===== src/rtl/mem_arbiter_if.sv =====
// mem_arbiter_if: bundles the I-cache, D-cache and main-memory buses that meet
// at the memory arbiter. The "slave" modport is the arbiter's view. The
// "master" modport is the view of the surrounding cache controllers and memory.
//
// Handshake semantics (shared by both requester sides):
//   - A requester raises read and/or write together with addr/wdata. It holds
//     them stable until its ready pulse.
//   - ready is a one-cycle pulse that completes the transaction. rdata is only
//     meaningful in that cycle.
//   - The requester must drop its request in the cycle after ready. A request
//     still high then is taken as a new transaction.
//   - On the memory side, mem_read/mem_write stay high until mem_ready pulses.
//     mem_rdata is valid in the same cycle as mem_ready.
interface mem_arbiter_if #(
    parameter int ADDR_W = 28,
    parameter int DATA_W = 128
);
    // I-cache side
    logic              i_read;
    logic              i_write;
    logic [ADDR_W-1:0] i_addr;
    logic [DATA_W-1:0] i_wdata;
    logic              i_ready;
    logic [DATA_W-1:0] i_rdata;

    // D-cache side
    logic              d_read;
    logic              d_write;
    logic [ADDR_W-1:0] d_addr;
    logic [DATA_W-1:0] d_wdata;
    logic              d_ready;
    logic [DATA_W-1:0] d_rdata;

    // Main-memory side
    logic              mem_read;
    logic              mem_write;
    logic [ADDR_W-1:0] mem_addr;
    logic [DATA_W-1:0] mem_wdata;
    logic              mem_ready;
    logic [DATA_W-1:0] mem_rdata;

    // Arbiter view
    modport slave (
        input  i_read, i_write, i_addr, i_wdata,
        output i_ready, i_rdata,
        input  d_read, d_write, d_addr, d_wdata,
        output d_ready, d_rdata,
        output mem_read, mem_write, mem_addr, mem_wdata,
        input  mem_ready, mem_rdata
    );

    // Cache controllers and memory view
    modport master (
        output i_read, i_write, i_addr, i_wdata,
        input  i_ready, i_rdata,
        output d_read, d_write, d_addr, d_wdata,
        input  d_ready, d_rdata,
        input  mem_read, mem_write, mem_addr, mem_wdata,
        output mem_ready, mem_rdata
    );
endinterface


===== src/rtl/mem_arbiter.sv =====
// mem_arbiter: shares one main-memory port between the I-cache and D-cache.
// Each memory transaction is granted to one requester. Ties in IDLE alternate
// round-robin based on the side served last. The granted requester's command
// and data pass straight through to memory. The memory response is steered
// back as a one-cycle ready pulse.
// Two saturating counters record how many cycles each side spent requesting
// without holding the grant.
module mem_arbiter #(
    parameter int ADDR_W = 28,
    parameter int DATA_W = 128,
    parameter int CNT_W  = 32
) (
    input  logic             clk,
    input  logic             rst,
    mem_arbiter_if.slave     bus,
    output logic [CNT_W-1:0] i_wait_cnt,
    output logic [CNT_W-1:0] d_wait_cnt,
    output logic [1:0]       o_dbg_state
);

    typedef enum logic [1:0] {
        ST_IDLE  = 2'd0,
        ST_GNT_I = 2'd1,
        ST_GNT_D = 2'd2
    } state_t;

    // Which side was served most recently; the other side wins the next tie.
    typedef enum logic {
        LAST_I = 1'b0,
        LAST_D = 1'b1
    } side_t;

    localparam logic [CNT_W-1:0] CNT_ONE = {{(CNT_W-1){1'b0}}, 1'b1};
    localparam logic [CNT_W-1:0] CNT_MAX = {CNT_W{1'b1}};

    // Control registers
    state_t            r_state;
    side_t             r_last;
    logic [CNT_W-1:0]  r_i_wait_cnt;
    logic [CNT_W-1:0]  r_d_wait_cnt;

    // Combinational next-state and outputs
    state_t            w_next_state;
    side_t             w_next_last;
    logic              w_req_i;
    logic              w_req_d;
    logic              w_mem_read;
    logic              w_mem_write;
    logic [ADDR_W-1:0] w_mem_addr;
    logic [DATA_W-1:0] w_mem_wdata;
    logic              w_i_ready;
    logic              w_d_ready;
    logic              w_i_waiting;
    logic              w_d_waiting;

    // A side is active whenever it asks for either a read or a write.
    assign w_req_i = bus.i_read | bus.i_write;
    assign w_req_d = bus.d_read | bus.d_write;

    // A side is waiting when it requests but does not own the memory port.
    // This includes the IDLE arbitration cycle.
    assign w_i_waiting = w_req_i && (r_state != ST_GNT_I);
    assign w_d_waiting = w_req_d && (r_state != ST_GNT_D);

    // State and last-grant registers; reset abandons any in-flight transaction.
    always_ff @(posedge clk or posedge rst) begin
        if (rst) begin
            r_state <= ST_IDLE;
            r_last  <= LAST_I;
        end else begin
            r_state <= w_next_state;
            r_last  <= w_next_last;
        end
    end

    // Arbitration, command pass-through and ready steering.
    always_comb begin
        w_next_state = r_state;
        w_next_last  = r_last;
        w_mem_read   = 1'b0;
        w_mem_write  = 1'b0;
        w_mem_addr   = '0;
        w_mem_wdata  = '0;
        w_i_ready    = 1'b0;
        w_d_ready    = 1'b0;

        case (r_state)
            ST_IDLE: begin
                // mem_ready seen here belongs to no one and is dropped.
                if (w_req_i && w_req_d) begin
                    w_next_state = (r_last == LAST_I) ? ST_GNT_D : ST_GNT_I;
                end else if (w_req_d) begin
                    w_next_state = ST_GNT_D;
                end else if (w_req_i) begin
                    w_next_state = ST_GNT_I;
                end
            end

            ST_GNT_I: begin
                // Read and write are forwarded as-is, even both at once.
                w_mem_read  = bus.i_read;
                w_mem_write = bus.i_write;
                w_mem_addr  = bus.i_addr;
                w_mem_wdata = bus.i_wdata;
                if (bus.mem_ready) begin
                    w_i_ready    = 1'b1;
                    w_next_state = ST_IDLE;
                    w_next_last  = LAST_I;
                end
            end

            ST_GNT_D: begin
                w_mem_read  = bus.d_read;
                w_mem_write = bus.d_write;
                w_mem_addr  = bus.d_addr;
                w_mem_wdata = bus.d_wdata;
                if (bus.mem_ready) begin
                    w_d_ready    = 1'b1;
                    w_next_state = ST_IDLE;
                    w_next_last  = LAST_D;
                end
            end

            default: begin
                w_next_state = ST_IDLE;
            end
        endcase
    end

    // I-side wait counter, saturating at all-ones.
    always_ff @(posedge clk or posedge rst) begin
        if (rst) begin
            r_i_wait_cnt <= '0;
        end else if (w_i_waiting && (r_i_wait_cnt != CNT_MAX)) begin
            r_i_wait_cnt <= r_i_wait_cnt + CNT_ONE;
        end
    end

    // D-side wait counter, saturating at all-ones.
    always_ff @(posedge clk or posedge rst) begin
        if (rst) begin
            r_d_wait_cnt <= '0;
        end else if (w_d_waiting && (r_d_wait_cnt != CNT_MAX)) begin
            r_d_wait_cnt <= r_d_wait_cnt + CNT_ONE;
        end
    end

    // Memory command and data go out directly from the granted side.
    assign bus.mem_read  = w_mem_read;
    assign bus.mem_write = w_mem_write;
    assign bus.mem_addr  = w_mem_addr;
    assign bus.mem_wdata = w_mem_wdata;

    // Read data is broadcast to both sides; only the ready pulse qualifies it.
    assign bus.i_ready   = w_i_ready;
    assign bus.d_ready   = w_d_ready;
    assign bus.i_rdata   = bus.mem_rdata;
    assign bus.d_rdata   = bus.mem_rdata;

    assign i_wait_cnt    = r_i_wait_cnt;
    assign d_wait_cnt    = r_d_wait_cnt;
    assign o_dbg_state   = r_state;

endmodule


===== src/flat_wrapper.sv =====
// flat-port wrapper written by rule: the top's interface ports become plain ports
module mem_arbiter_flat 
#(
    parameter int ADDR_W = 28,
    parameter int DATA_W = 128,
    parameter int CNT_W  = 32
)
  (clk, rst, i_wait_cnt, d_wait_cnt, o_dbg_state, bus_i_read, bus_i_write, bus_i_addr, bus_i_wdata, bus_i_ready, bus_i_rdata, bus_d_read, bus_d_write, bus_d_addr, bus_d_wdata, bus_d_ready, bus_d_rdata, bus_mem_read, bus_mem_write, bus_mem_addr, bus_mem_wdata, bus_mem_ready, bus_mem_rdata);
  mem_arbiter_if #(.ADDR_W(ADDR_W), .DATA_W(DATA_W)) bus_i ();
  input  logic clk;
  input  logic rst;
  output logic [CNT_W-1:0] i_wait_cnt;
  output logic [CNT_W-1:0] d_wait_cnt;
  output logic [1:0] o_dbg_state;
  input wire logic [$bits(bus_i.i_read)-1:0] bus_i_read;
  input wire logic [$bits(bus_i.i_write)-1:0] bus_i_write;
  input wire logic [$bits(bus_i.i_addr)-1:0] bus_i_addr;
  input wire logic [$bits(bus_i.i_wdata)-1:0] bus_i_wdata;
  output wire logic [$bits(bus_i.i_ready)-1:0] bus_i_ready;
  output wire logic [$bits(bus_i.i_rdata)-1:0] bus_i_rdata;
  input wire logic [$bits(bus_i.d_read)-1:0] bus_d_read;
  input wire logic [$bits(bus_i.d_write)-1:0] bus_d_write;
  input wire logic [$bits(bus_i.d_addr)-1:0] bus_d_addr;
  input wire logic [$bits(bus_i.d_wdata)-1:0] bus_d_wdata;
  output wire logic [$bits(bus_i.d_ready)-1:0] bus_d_ready;
  output wire logic [$bits(bus_i.d_rdata)-1:0] bus_d_rdata;
  output wire logic [$bits(bus_i.mem_read)-1:0] bus_mem_read;
  output wire logic [$bits(bus_i.mem_write)-1:0] bus_mem_write;
  output wire logic [$bits(bus_i.mem_addr)-1:0] bus_mem_addr;
  output wire logic [$bits(bus_i.mem_wdata)-1:0] bus_mem_wdata;
  input wire logic [$bits(bus_i.mem_ready)-1:0] bus_mem_ready;
  input wire logic [$bits(bus_i.mem_rdata)-1:0] bus_mem_rdata;
  assign bus_i.i_read = bus_i_read;
  assign bus_i.i_write = bus_i_write;
  assign bus_i.i_addr = bus_i_addr;
  assign bus_i.i_wdata = bus_i_wdata;
  assign bus_i_ready = bus_i.i_ready;
  assign bus_i_rdata = bus_i.i_rdata;
  assign bus_i.d_read = bus_d_read;
  assign bus_i.d_write = bus_d_write;
  assign bus_i.d_addr = bus_d_addr;
  assign bus_i.d_wdata = bus_d_wdata;
  assign bus_d_ready = bus_i.d_ready;
  assign bus_d_rdata = bus_i.d_rdata;
  assign bus_mem_read = bus_i.mem_read;
  assign bus_mem_write = bus_i.mem_write;
  assign bus_mem_addr = bus_i.mem_addr;
  assign bus_mem_wdata = bus_i.mem_wdata;
  assign bus_i.mem_ready = bus_mem_ready;
  assign bus_i.mem_rdata = bus_mem_rdata;
  mem_arbiter #(.ADDR_W(ADDR_W), .DATA_W(DATA_W), .CNT_W(CNT_W)) u_core (.clk(clk), .rst(rst), .bus(bus_i), .i_wait_cnt(i_wait_cnt), .d_wait_cnt(d_wait_cnt), .o_dbg_state(o_dbg_state));
endmodule

===== config.mk =====
export PLATFORM = sky130hd
export DESIGN_NAME = mem_arbiter_flat
export DESIGN_NICKNAME = d
export VERILOG_FILES = /design/src/rtl/mem_arbiter_if.sv /design/src/rtl/mem_arbiter.sv /design/src/flat_wrapper.sv
export SDC_FILE = /design/constraint.sdc
export NUM_CORES = 1
export LEC_CHECK = 0
export CORE_AREA = 8 8 360 362
export DETAILED_ROUTE_END_ITERATION = 8
export DIE_AREA = 0 0 368 370
export SYNTH_ARGS = -nofsm -noshare
export SYNTH_HDL_FRONTEND = slang
export SYNTH_SLANG_ARGS = --single-unit

===== constraint.sdc =====
create_clock -name clk -period 3.7 [get_ports clk]
set_input_delay 0.74 -clock clk [delete_from_list [all_inputs] [get_ports clk]]
set_output_delay 0.74 -clock clk [all_outputs]
set_load 0.05 [all_outputs]

# Yosys cells after proc, flatten, opt, wreduce, memory -nomap -nowiden
# Index checks and enable logic that the tools add are counted.
[word_totals] register_bits=67 input_bits=447 out_inout_bits=482 word_cells=44
[classes] n_addsub=2 n_eq_ne=10 mux=16 bitwise_logic=2 n_reduce_logical=10
[op_table] cell="$pmux W128 S2" n=1
[op_table] cell="$add A32 B1 Y32 const B" n=2
[op_table] cell="$ne A32 B32 Y1 const B" n=2
[op_table] cell="$pmux W28 S2" n=1
[op_table] cell="$mux W2" n=5
[op_table] cell="$ne A2 B2 Y1 const B" n=3
[op_table] cell="$pmux W1 S2" n=3
[op_table] cell="$logic_and A1 B1 Y1" n=5
[op_table] cell="$mux W1" n=5
[op_table] cell="$ne A2 B1 Y1 const B" n=2
[op_table] cell="$ne A4 B1 Y1 const B" n=1
[op_table] cell="$pmux W2 S2" n=1
[op_table] cell="$reduce_and A3 Y1" n=1
[op_table] cell="$eq A2 B1 Y1 const B" n=1
[op_table] cell="$eq A2 B2 Y1 const B" n=1
[op_table] cell="$logic_not A2 Y1" n=1
[op_table] cell="$or A1 B1 Y1" n=2
[op_table] cell="$reduce_and A2 Y1" n=1
[op_table] cell="$reduce_bool A2 Y1" n=1
[op_table] cell="$reduce_or A2 Y1" n=1

# Logic depth before layout (Yosys ltp)
# Gate-level depths: netlist of the first run.
[logic_depth] word_depth=5 depth_mapped=8 ltp_nobuf=7

# Worst setup path after synthesis of the first run
# No wires, ideal clock.
[synth_timing] path_kind="flip-flop to output port" start="register u_core.r_state[1], in the netlist u_core.o_dbg_state[1]" end="output port bus_mem_wdata[114]" arrival_time_ps=2450 t_required_ps=2960 path_slack_ps=510 stages_incl_launch_ff=8 n_path_buf=3 path_cell_list="dfrtp_1 inv_1 ha_1 clkbuf_1 clkbuf_1 buf_1 a22oi_1 nor2b_1"
[synth_between] elab_chain_len=2 elab_cells_between_ends=3 classes_between="eq/ne (2); mux (1)"
[synth_lines] element="from (decl)" line_no="mem_arbiter.sv:37" source="state_t r_state;"
[synth_lines] element="from (signal assigned)" line_no="mem_arbiter.sv:71" source="r_state <= w_next_state;"
[synth_lines] element="$eq A2 B2 Y1 or $eq A2 B1 Y1 (tied branches)" line_no="mem_arbiter.sv:87" source="case (r_state)"
[synth_lines] element="$pmux W128 S2 (*)" line_no="mem_arbiter.sv:87"
[synth_lines] element="to (decl)" line_no="flat_wrapper.sv:30" source="output wire logic [$bits(bus_i.mem_wdata)-1:0] bus_mem_wdata;"
# Mark *: on every way between the ends. The rest lies on a longest branch, timed or not.

# Final worst setup path of the first run
[layout_timing] start="register u_core.r_state[1], in the netlist u_core.o_dbg_state[1]" end="output port bus_mem_wdata[12]"
# The elaborated chain is that of the path after synthesis.

==> results of run 1 <==
-- cells by family after synthesis --
logic type                 Yosys count
adders and majority gates            5
muxes                                2
xor gates and xnor gates            62
buffers and inverters              324
DFF                                 67
and+or+nand+nor                    317
AOI/OAI and AO/OA                  169
-- routing by layer --
layer,wire (um),GRT usage,vias up,part of all wire
met3,13700,0.0926,77,0.19
met1,25800,0.0996,3875,0.35
met5,114,0.000356,-,0.0016
met4,1600,0.0295,18,0.022
met2,31600,0.149,742,0.43
li1,-,-,3596,-
-- layout make-up --
type | instances | share of cell area
timing repair buffer | 571 | 0.453
sequential | 67 | 0.115
inverter | 10 | 0.00258
clock buffer | 9 | 0.0155
multi-input combinational | 555 | 0.264
tap | 1650 | 0.142
antenna | 18 | 0.00309
clock inverter | 7 | 0.00567
-- worst paths after layout --
check	to	cells past startpoint	slack, ns	startpoint
worst max register to register	u_core.d_wait_cnt[29]	8	0.92	u_core.o_dbg_state[0]
min in group asynchronous	u_core.d_wait_cnt[23]	2	0.87	rst
worst min register to register	u_core.d_wait_cnt[5]	1	0.49	u_core.d_wait_cnt[5]
worst min-delay path	u_core.d_wait_cnt[5]	1	0.49	u_core.d_wait_cnt[5]
max in group asynchronous	u_core.i_wait_cnt[19]	3	2.17	rst
worst max-delay path	bus_mem_wdata[12]	6	0.23	u_core.o_dbg_state[1]
-- report_power, final --
part	internal (uW)	total, uW	switching [uW]	leakage [uW]
sequential	881	1100	218	0.000813
clock	534	916	383	0.000145
combinational	3200	8440	5240	0.00390
total	4620	10500	5840	0.00486
-- flip-flops by register name, indices dropped and copies added (netlist names) --
signal	count
u_core.d_wait_cnt	32
u_core.o_dbg_state	2
u_core.r_last	1
u_core.i_wait_cnt	32
-- critical path, stage by stage, from the launching register on --
cell and delay, ns:
dfrtp_1 0.42, inv_1 0.19, ha_4 0.48, buf_6 0.39
a22oi_1 0.29, nor2b_1 0.36, buf_12 0.20
-- placed cells by master, fill, tap and decap left out, types with 18 or more instances in the layout --
cell type          n
buf_12           100
diode_2           18
nor4_1            23
clkdlybuf4s50_1  416
nor2_1            21
xor2_1            51
nand2_1           25
nor2b_1          160
nor3_1            20
nand3_1           21
buf_4             52
dfrtp_1           67
a22oi_1          158
-- what timing repair did --
action	CTS	global route
endpoints found under the hold margin	0	0
resized for setup	1	0
setup buffers	3	1
setup endpoints to repair	46	5
gates cloned	0	0
pin swaps	2	1
-- through the flow --
stage | hold WS (ns) | worst slack [ns] | util | instances
after global routing | 0.508 | 0.0431 | 0.117 | 2874
after global placement | 0.483 | 0.229 | 0.114 | 2849
after CTS | 0.495 | 0.0101 | 0.117 | 2868
final | 0.493 | 0.230 | 0.117 | 2887
after floorplan | 0.465 | 0.510 | - | 946
after detailed placement | 0.482 | 0.204 | 0.114 | 2849
==> impl_metrics.prom, run 1 <==
# TYPE chip_impl_metric gauge
chip_impl_info{name="outcome",value="finished clean"} 1
chip_impl_metric{name="worst_slew_margin_rel",unit=""} 0.339
chip_impl_metric{name="ctsLongestPathBuffers",unit=""} 2
chip_impl_metric{name="place_congestion",unit=""} 0.866
chip_impl_metric{name="register_bit_count_reported_by_yosys",unit=""} 67
chip_impl_metric{name="crit_fanout",unit=""} 42
chip_impl_metric{name="postRouteAntennaNets",unit=""} 0
chip_impl_metric{name="htree_levels",unit=""} 3
chip_impl_metric{name="cts_hold_repair.buffers",unit=""} 0
chip_impl_metric{name="grt_pass1_wl",unit="um"} 90600
chip_impl_metric{name="finalPower",unit="uW"} 10500
chip_impl_metric{name="worstPathArrival",unit="ns"} 2.73
chip_impl_metric{name="clock-sinks",unit=""} 67
chip_impl_metric{name="floorplan.core_area",unit="sq um"} 124000
chip_impl_metric{name="cts-buffers-inserted",unit=""} 9
chip_impl_metric{name="fin_crit_sh",unit=""} 0.938
chip_impl_metric{name="grt.overflow.total",unit=""} 0
chip_impl_info{name="post-synth-top-area-cell",value="buf_4"} 1
chip_impl_info{name="worst-setup-path-type",value="reg2out"} 1
chip_impl_metric{name="achievable-frequency",unit="GHz"} 0.288
chip_impl_metric{name="setup_violation_total_in_the_final_timing_report",unit=""} 0
chip_impl_metric{name="postSynthAreaPerCell",unit="sq um"} 8.12
chip_impl_info{name="synth_top_flop_cell",value="dfrtp_1"} 1
chip_impl_metric{name="grt_util_all_layers",unit=""} 0.0998
chip_impl_metric{name="port_buffers",unit=""} 544
chip_impl_metric{name="postRouteWirelength",unit="um"} 72900
chip_impl_metric{name="simple_gate_share_of_the_synthesized_area",unit=""} 0.247
chip_impl_info{name="rsz_0062_raised_after_global_routing",value="false"} 1
chip_impl_metric{name="cts.reportedPaths.clkPinSlew",unit="ns"} 0.06
chip_impl_metric{name="starting_density_of_the_core",unit=""} 0.0618
chip_impl_metric{name="wl_per_cell",unit="um"} 25.2
chip_impl_info{name="top_cells_by_area_in_the_synthesized_netlist",value="buf_4 25%, dfrtp_1 22%, a22oi_1 15%"} 1
chip_impl_metric{name="synth-adder-area-share",unit=""} 0.00815
chip_impl_metric{name="final_period_demand_of_the_worst_path",unit="ns"} 3.47
chip_impl_info{name="tritoncts_clock_tree",value="done"} 1
chip_impl_metric{name="via_count_of_the_first_global_routing_pass",unit=""} 8804
chip_impl_metric{name="first_pass_iters",unit=""} 5
chip_impl_metric{name="skew",unit="ns"} 0.0142
chip_impl_metric{name="synth_compound_gate_area_share",unit=""} 0.167
chip_impl_metric{name="count_of_warnings_emitted_by_yosys",unit=""} 0
chip_impl_metric{name="timing_max_transition_violations_final",unit=""} 0
chip_impl_metric{name="synth_cell_type_count",unit=""} 41
chip_impl_metric{name="rows",unit=""} 130
chip_impl_metric{name="post_synth_instance_area",unit="sq um"} 7680
chip_impl_metric{name="die_area",unit="sq um"} 136000
chip_impl_metric{name="setup_total_negative_slack",unit="ns"} 0
chip_impl_info{name="clock_tree.root_cell",value="clkbuf_16"} 1
chip_impl_metric{name="maximum_number_of_pins_on_one_net_before_global_route_repair",unit=""} 70
chip_impl_metric{name="count_of_fill_cells_added_during_filler_insertion",unit=""} 14300
chip_impl_metric{name="muxShareOfSynthArea",unit=""} 0.00293
chip_impl_info{name="synth_top_family_by_area",value="buffers and inverters"} 1
chip_impl_metric{name="cap_violations",unit=""} 0
chip_impl_info{name="cp-start-kind",value="register"} 1
chip_impl_metric{name="dp_hpwl",unit="um"} 64600
chip_impl_metric{name="synthToLayoutAreaGrowth",unit="%"} 89.8
chip_impl_info{name="worstSetupEndpointType",value="primary output"} 1
chip_impl_metric{name="synth-seq-area-share",unit=""} 0.218
chip_impl_metric{name="detailedRoute.firstIterationViolations",unit=""} 548
chip_impl_metric{name="drive_above_1_share",unit=""} 0.157
chip_impl_metric{name="final_cell_area",unit="sq um"} 14600
chip_impl_metric{name="sequential_cell_area",unit="sq um"} 1680
chip_impl_metric{name="floorplan.io_pins",unit=""} 929
chip_impl_metric{name="drt-vias-per-instance",unit=""} 2.88
chip_impl_metric{name="synthesis.instances",unit=""} 946
chip_impl_metric{name="insertion_delay",unit="ns"} 0.36
chip_impl_metric{name="data_required_time_at_the_worst_endpoint",unit="ns"} 2.96
chip_impl_metric{name="power_density",unit="nW/um^2"} 718
chip_impl_metric{name="post_synth_xor_area_fraction",unit=""} 0.0707
chip_impl_metric{name="finalHoldViolations",unit=""} 0
chip_impl_metric{name="die_height",unit="um"} 370
chip_impl_metric{name="synthesis.nets",unit=""} 1398
chip_impl_metric{name="num-nets-final",unit=""} 1666
chip_impl_metric{name="placedInstanceArea",unit="sq um"} 14100
chip_impl_metric{name="die_width",unit="um"} 368
chip_impl_metric{name="dr_total_vias",unit=""} 8308
chip_impl_metric{name="worst_slew_pin_slew",unit="ns"} 0.982
chip_impl_metric{name="drc",unit=""} 0
chip_impl_metric{name="multiInputGateArea",unit="sq um"} 3840
chip_impl_metric{name="synth_async_reset_ratio",unit=""} 1.00
chip_impl_metric{name="p_leak",unit="uW"} 0.00486
chip_impl_info{name="hp-class",value="reg2reg"} 1
chip_impl_metric{name="synth-edff-count",unit=""} 0
chip_impl_metric{name="initial_antenna_violation_count",unit=""} 32
chip_impl_info{name="synth.cells.most_frequent",value="258 x buf_4, 160 x nor2b_1, 158 x a22oi_1"} 1
chip_impl_metric{name="yosysTopAreaCellShare",unit=""} 0.252
chip_impl_info{name="synth_most_common_cell",value="buf_4"} 1
chip_impl_metric{name="vdd.ir_drop.worst",unit="mV"} 0.471
Note: power is estimated with default switching activity, not from simulation.
==> run 2: changes to the inputs <==
- CTS_CLUSTER_SIZE: not set -> 12
- HOLD_SLACK_MARGIN: not set -> 0.12
- SKIP_LAST_GASP: not set -> 1
==> results of run 2 <==
The final DEF is identical to that of run 1; final timing and power are the same.
